`src/rtl/multiply_add_unit_if.sv`:
```
// multiply_add_unit_if: operand/result bundle for the butterfly datapath.
// Master drives A, B, w and observes Y, Z; the datapath is the slave.
interface multiply_add_unit_if;
    logic [31:0] A, B, w, Y, Z;
    modport master (output A, B, w, input Y, Z);
    modport slave (input A, B, w, output Y, Z);
endinterface

```
`src/rtl/multiply_add_unit.sv`:
```
// multiply_add_unit: 3-stage radix-2 butterfly, Y = A + w*B, Z = A - w*B, Q6.10 complex.
// Define SATURATE_EN to clamp the output sums to 16 bits instead of wrapping.
module multiply_add_unit (
    input logic Clk,
    input logic Rst_n,
    multiply_add_unit_if.slave bus
);
    logic [31:0] a1_q, b1_q, w1_q, a2_q, y_q, z_q, y_d, z_d;
    logic signed [31:0] rr_q, ii_q, ri_q, ir_q;
    logic signed [15:0] br, bi, wr, wi;
    logic signed [22:0] prs, pis;
    logic signed [23:0] ar, ai;

    function automatic logic [15:0] narrow(input logic signed [23:0] s);
`ifdef SATURATE_EN
        return (s > 24'sd32767) ? 16'h7fff : (s < -24'sd32768) ? 16'h8000 : 16'(s);
`else
        return 16'(s);
`endif
    endfunction

    assign br = b1_q[31:16];
    assign bi = b1_q[15:0];
    assign wr = w1_q[31:16];
    assign wi = w1_q[15:0];

    // Full 33-bit precision before the floor shift back to Q6.10
    assign prs = 23'((33'(rr_q) - 33'(ii_q)) >>> 10);
    assign pis = 23'((33'(ri_q) + 33'(ir_q)) >>> 10);
    assign ar = 24'($signed(a2_q[31:16]));
    assign ai = 24'($signed(a2_q[15:0]));

    always_comb begin
        y_d = {narrow(ar + 24'(prs)), narrow(ai + 24'(pis))};
        z_d = {narrow(ar - 24'(prs)), narrow(ai - 24'(pis))};
    end

    always_ff @(posedge Clk or negedge Rst_n) begin
        if (!Rst_n) begin
            a1_q <= '0;
            b1_q <= '0;
            w1_q <= '0;
            a2_q <= '0;
            rr_q <= '0;
            ii_q <= '0;
            ri_q <= '0;
            ir_q <= '0;
            y_q  <= '0;
            z_q  <= '0;
        end else begin
            a1_q <= bus.A;
            b1_q <= bus.B;
            w1_q <= bus.w;
            a2_q <= a1_q;
            rr_q <= 32'(wr) * 32'(br);
            ii_q <= 32'(wi) * 32'(bi);
            ri_q <= 32'(wr) * 32'(bi);
            ir_q <= 32'(wi) * 32'(br);
            y_q  <= y_d;
            z_q  <= z_d;
        end
    end

    assign bus.Y = y_q;
    assign bus.Z = z_q;
endmodule

```
`src/flat_wrapper.sv`:
```
// flat-port wrapper written by rule: the top's interface ports become plain ports
module multiply_add_unit_flat 
  (Clk, Rst_n, bus_A, bus_B, bus_w, bus_Y, bus_Z);
  multiply_add_unit_if bus_i ();
  input logic Clk;
  input logic Rst_n;
  input wire logic [$bits(bus_i.A)-1:0] bus_A;
  input wire logic [$bits(bus_i.B)-1:0] bus_B;
  input wire logic [$bits(bus_i.w)-1:0] bus_w;
  output wire logic [$bits(bus_i.Y)-1:0] bus_Y;
  output wire logic [$bits(bus_i.Z)-1:0] bus_Z;
  assign bus_i.A = bus_A;
  assign bus_i.B = bus_B;
  assign bus_i.w = bus_w;
  assign bus_Y = bus_i.Y;
  assign bus_Z = bus_i.Z;
  multiply_add_unit u_core (.Clk(Clk), .Rst_n(Rst_n), .bus(bus_i));
endmodule
```
`config.mk`:
```
export PLATFORM = sky130hd
export DESIGN_NAME = multiply_add_unit_flat
export DESIGN_NICKNAME = d
export VERILOG_FILES = /design/src/rtl/multiply_add_unit_if.sv /design/src/rtl/multiply_add_unit.sv /design/src/flat_wrapper.sv
export SDC_FILE = /design/constraint.sdc
export NUM_CORES = 2
export LEC_CHECK = 0
export ABC_AREA = 1
export CAP_MARGIN = 20
export CORE_MARGIN = 3
export CORE_UTILIZATION = 50
export DETAILED_ROUTE_END_ITERATION = 8
export PLACE_DENSITY_LB_ADDON = 0.12
export SYNTH_ARGS = -nofsm -noshare
export SYNTH_HDL_FRONTEND = slang
export SYNTH_SLANG_ARGS = --single-unit
```
`constraint.sdc`:
```
create_clock -name Clk -period 7.2 [get_ports Clk]
set_input_delay 1.44 -clock Clk [delete_from_list [all_inputs] [get_ports Clk]]
set_output_delay 1.44 -clock Clk [all_outputs]
set_load 0.01 [all_outputs]
```
== Word-level counts from Yosys, hierarchy flattened ==
Index checks and enable logic that the tools add are counted.
Cells by class
  $add $sub $neg: 6
  multiply operators: 4
  div/mod/pow operators: 0
  magnitude comparators: 0
  equality and inequality tests: 0
  shift-type cells: 0
  multiplexer cells: 0
  bitwise logic cells: 0
  reduce and logical (&&, ||, !) cells: 0
Operator list (number)
  multiplier 16 x 16 -> 26 bit: 4
  adder 16 bit: 2
  subtractor 16 bit: 2
  adder 26 bit: 1
  subtractor 26 bit: 1
Storage, ports and cells
  flip-flop bits (word level): 296
  bits in latches: 0
  RAM bits: 0
  memory bits (read-only): 0
  input bits: 98
  output and inout port bits: 64
  word-level logic and storage cells: 20
  memories kept: 0

== Logic depth before layout (Yosys ltp) ==
  word-level depth: 2
  mapped depth: 29
  gate-level depth less buffers: 27

== Worst setup path before layout ==
OpenSTA, ideal clock, no wires.
  kind: register -> register
  start: register u_core.w1_q[15]
  end: register u_core.ii_q[25]
  library setup time: 116 ps
  data arrival time: 5324 ps
  data required time: 7084 ps
  path slack: 1759 ps
  cell stages (with the launch flop): 25
  path buffers: 1
  period minus slack after synthesis: 5441 ps
  cell sequence: dfrtp_1 buf_1 nand2_1 inv_1 fa_1 fa_1 inv_1 fa_1 inv_1 fa_1 inv_1 fa_1 inv_1 fa_1 ha_1 inv_1 nor3_1 nand2_1 inv_1 nand3_1 or2_1 nand3_1 inv_1 nand2_1 nand2_1
On the way
  cells in the longest elaborated chain, start to end: 1
Ends and longest elaborated chain
  from (decl): line multiply_add_unit.sv:8  | logic [31:0] a1_q, b1_q, w1_q, a2_q, y_q, z_q, y_d, z_d;
  from (signal assigned): line multiply_add_unit.sv:53  | w1_q <= bus.w;
  multiplier 16 x 16 -> 26 bit: line multiply_add_unit.sv:56  | ii_q <= 32'(wi) * 32'(bi);
  to (signal assigned): line multiply_add_unit.sv:56
  to (decl): line multiply_add_unit.sv:9  | logic signed [31:0] rr_q, ii_q, ri_q, ir_q;
No other way between the ends.

== Worst setup path after layout ==
  start: register u_core.w1_q[31]
  end: register u_core.ri_q[25]
On the way
  cells in the longest elaborated chain, start to end: 1
Ends and longest elaborated chain
  multiplier 16 x 16 -> 26 bit: line multiply_add_unit.sv:57  | ri_q <= 32'(wr) * 32'(bi);
  to (signal assigned): line multiply_add_unit.sv:57
  to (decl): line multiply_add_unit.sv:9
No other way between the ends.

==> impl_metrics.toml <==
[drt]
ant_nets = 0
viasPerCell = 5.04
wl_um = 132000
dr.pass1.iters = 5
wl_per_cell_um = 17.6
vias = 37761
drc_errors = 0
drt_iter0_markers = 2795

[layout]
register_area_um2 = 7370
fin_util_pct = 55.5
fin_nets = 7546
multiInputGateArea_um2 = 33800
diodes = 0
area_growth_pct = 9.16
final_area_um2 = 53100
instances_no_fill = 7494
n_fill_cell = 9116
drive_gt1_share_pct = 3.60

[timing]
fin_setup_tns_ns = 0
slew_viol_final = 0
hold_violations = 0
fin_crit_sh_pct = 90.6
rsz0062_at_grt = "false"
finalCriticalPeriod_ns = 6.53
maxSlewHeadroom_pct = 33.7
finClkSkew_ns = 0.0468
setup_violations = 0
clock.fmax_mhz = 153
tightest_slew_ns = 0.995

[critical_path]
required_ns = 7.70
reg2reg_slack_ns = 0.67
critPathCaptureType = "flip-flop"
ff2ff_path_depth = 22
critPathArrivalTime_ns = 7.02
worst_r2r_endpoint = "u_core.ri_q[25]$_DFF_PN0_"
startpoint_type = "flip-flop"
path_class = "flip-flop to flip-flop"
reg2reg_from = "u_core.w1_q[31]$_DFF_PN0_"
cp_max_fo = 13

[logic_synthesis]
synth_xor_area_share_pct = 3.20
synth-compound-area-share_pct = 4.68
async_reset_ff_share_pct = 100
synth_top_family_by_area = "adder cells"
syn_inst = 6104
yosysSeqAreaShare_pct = 15.1
syn_nets = 7450
synth_ff_type = "dfrtp_1"
yosysWarnings = 0
synth_mux_area_share_pct = 0
ys_types = 50
syn_avg_cell_area_um2 = 7.97
yosys.area_share.simple_pct = 16.6
synthAdderAreaFrac_pct = 45.1
synthesis.area_um2 = 48600
ys_ff_latch = 294
synth-edff-count = 0

[die]
die-area_um2 = 101000
die_h_um = 318
fp.dieW_um = 318
initial_core_util_pct = 50.8
fp-row-count = 113
ioPinCount = 162
coreArea_um2 = 95700

[cts]
clk_latency_ns = 0.63
clk_pin_slew_ns = 0.06
root_buffer = "clkbuf_16"
cts_buffers = 38
cts_tree = "yes"
clk_path_buf_depth = 3
cts.repair.resized = 0
cts_setup_buffers = 0
hold_buffers = 0
htree_levels = 2
clkSinkCount = 294

[global_routing]
grt_overflow_total = 0
grtUsageTotal_pct = 26.9
grt_pass1_vias = 39222
grt_start_max_net_pins = 116
antenna_found_initial = 4
grt_pass1_wl_um = 214000

[status]
status = "finished clean"

[placed_design]
port_buffers = 161
dp_cells = 7425
place_congestion = 0.914
dp_hpwl_um = 109000
dpl_cell_area_um2 = 51800

[run]
cap_violations = 0

[hold_path]
hold_start = "u_core.a1_q[17]$_DFF_PN0_"
hold_class = "flip-flop to flip-flop"
min_to = "u_core.a2_q[17]$_DFF_PN0_"
worstHoldPathCells = 0
-- Yosys cell counts, types with 10 or more instances --
cell type	n	share of area [%]
fa_1	840	35
inv_1	1757	14
buf_1	24	0.19
buf_2	21	0.22
ha_1	408	10
a31oi_1	17	0.22
a21oi_1	202	2.1
dfrtp_1	294	15
a21o_1	15	0.23
o21ai_0	97	1.0
nor3_1	25	0.26
nand2_1	1517	12
nor2_1	197	1.5
clkbuf_1	154	1.2
nand3b_1	16	0.25
nand3_1	174	1.8
xor2_1	130	2.3
nand4_1	38	0.49
nor4_1	10	0.13
o21bai_1	18	0.28
o21ai_1	13	0.13
xnor2_1	46	0.83
-- layout make-up --
| class | count | area share, % |
|---|---|---|
| repair buffers | 261 | 4.48 |
| inverters | 1764 | 12.5 |
| clock buffers | 45 | 1.93 |
| well taps | 1265 | 2.98 |
| flip-flops and latches | 294 | 13.9 |
| clock inverters | 24 | 0.509 |
| multi-input cells | 3841 | 63.7 |
-- worst max path at each step --
stage / slack, ns / endpoint / depth (start not counted) / startpoint
2_1_floorplan: 1.76 / u_core.ii_q[25]$_DFF_PN0_ / 24 / u_core.w1_q[15]$_DFF_PN0_
3_3_place_gp: 0.85 / u_core.ri_q[25]$_DFF_PN0_ / 22 / u_core.w1_q[31]$_DFF_PN0_
3_5_place_dp: 0.77 / u_core.ri_q[25]$_DFF_PN0_ / 22 / u_core.w1_q[31]$_DFF_PN0_
4_1_cts: 0.76 / u_core.ri_q[25]$_DFF_PN0_ / 22 / u_core.w1_q[31]$_DFF_PN0_
5_1_grt: 0.41 / u_core.ri_q[25]$_DFF_PN0_ / 22 / u_core.w1_q[31]$_DFF_PN0_
6_report: 0.67 / u_core.ri_q[25]$_DFF_PN0_ / 22 / u_core.w1_q[31]$_DFF_PN0_
-- stage by stage --
| stage | hold slack (ns) | worst slack [ns] |
|---|---|---|
| after floorplan | 0.331 | 1.76 |
| after global placement | 0.333 | 0.852 |
| after detailed placement | 0.336 | 0.774 |
| after CTS | 0.349 | 0.755 |
| after global routing | 0.352 | 0.405 |
| final | 0.346 | 0.675 |
-- critical path, stage by stage (launching register included) --
cell     delay [ns]
dfrtp_1        0.76
buf_4          0.33
nand2_1        0.11
inv_1          0.15
fa_1           0.54
fa_1           0.70
inv_1          0.13
fa_1           0.51
inv_1          0.05
fa_1           0.54
inv_1          0.05
fa_1           0.47
inv_1          0.05
fa_1           0.52
ha_1           0.41
a21oi_1        0.25
o21ai_0        0.15
a21oi_1        0.13
o21ai_0        0.09
nor2_1         0.27
inv_1          0.07
nand2_1        0.07
nand2_1        0.05
-- metal layers --
metal | vias to the layer above | wire, um | GRT usage (%)
met5 | - | 0 | 0
met4 | 0 | 4470 | 8.25
met3 | 187 | 8700 | 3.30
met2 | 1179 | 60200 | 43.1
met1 | 18591 | 58200 | 38.3
li1 | 17804 | - | -
-- sequential cells by signal, summed over array words and instances (netlist names) --
signal	flops
u_core.ir_q	26
u_core.b1_q	32
u_core.rr_q	26
u_core.bus.Z	30
u_core.a2_q	32
u_core.a1_q	32
u_core.ii_q	26
u_core.w1_q	32
u_core.bus.Y	32
u_core.ri_q	26
-- placed cells by master (no fill, tap or decap), types with 13 or more instances in the layout --
master,instances
a21oi_1,202
xnor2_1,46
fa_1,840
nand3_1,174
a31oi_1,17
clkbuf_16,38
nand4_1,38
nand2_1,1517
o21ai_0,97
nand3b_1,16
o21ai_1,13
buf_4,99
ha_1,408
dfrtp_1,286
clkdlybuf4s50_1,160
a21o_1,15
xor2_1,130
nor3_1,25
nor2_1,197
inv_1,1757
o21bai_1,18
-- cells by family (layout without fill, tap and decap cells) --
group | after synthesis | in the layout
AOI/OAI and AO/OA | 404 | 404
xor gates and xnor gates | 177 | 177
adders and majority gates | 1248 | 1248
buffers and inverters | 1969 | 2094
DFF | 294 | 294
and+or+nand+nor | 2012 | 2012
Power is not shown: default switching activity piles up to over one toggle a cycle in this logic, so the estimate is an artifact.
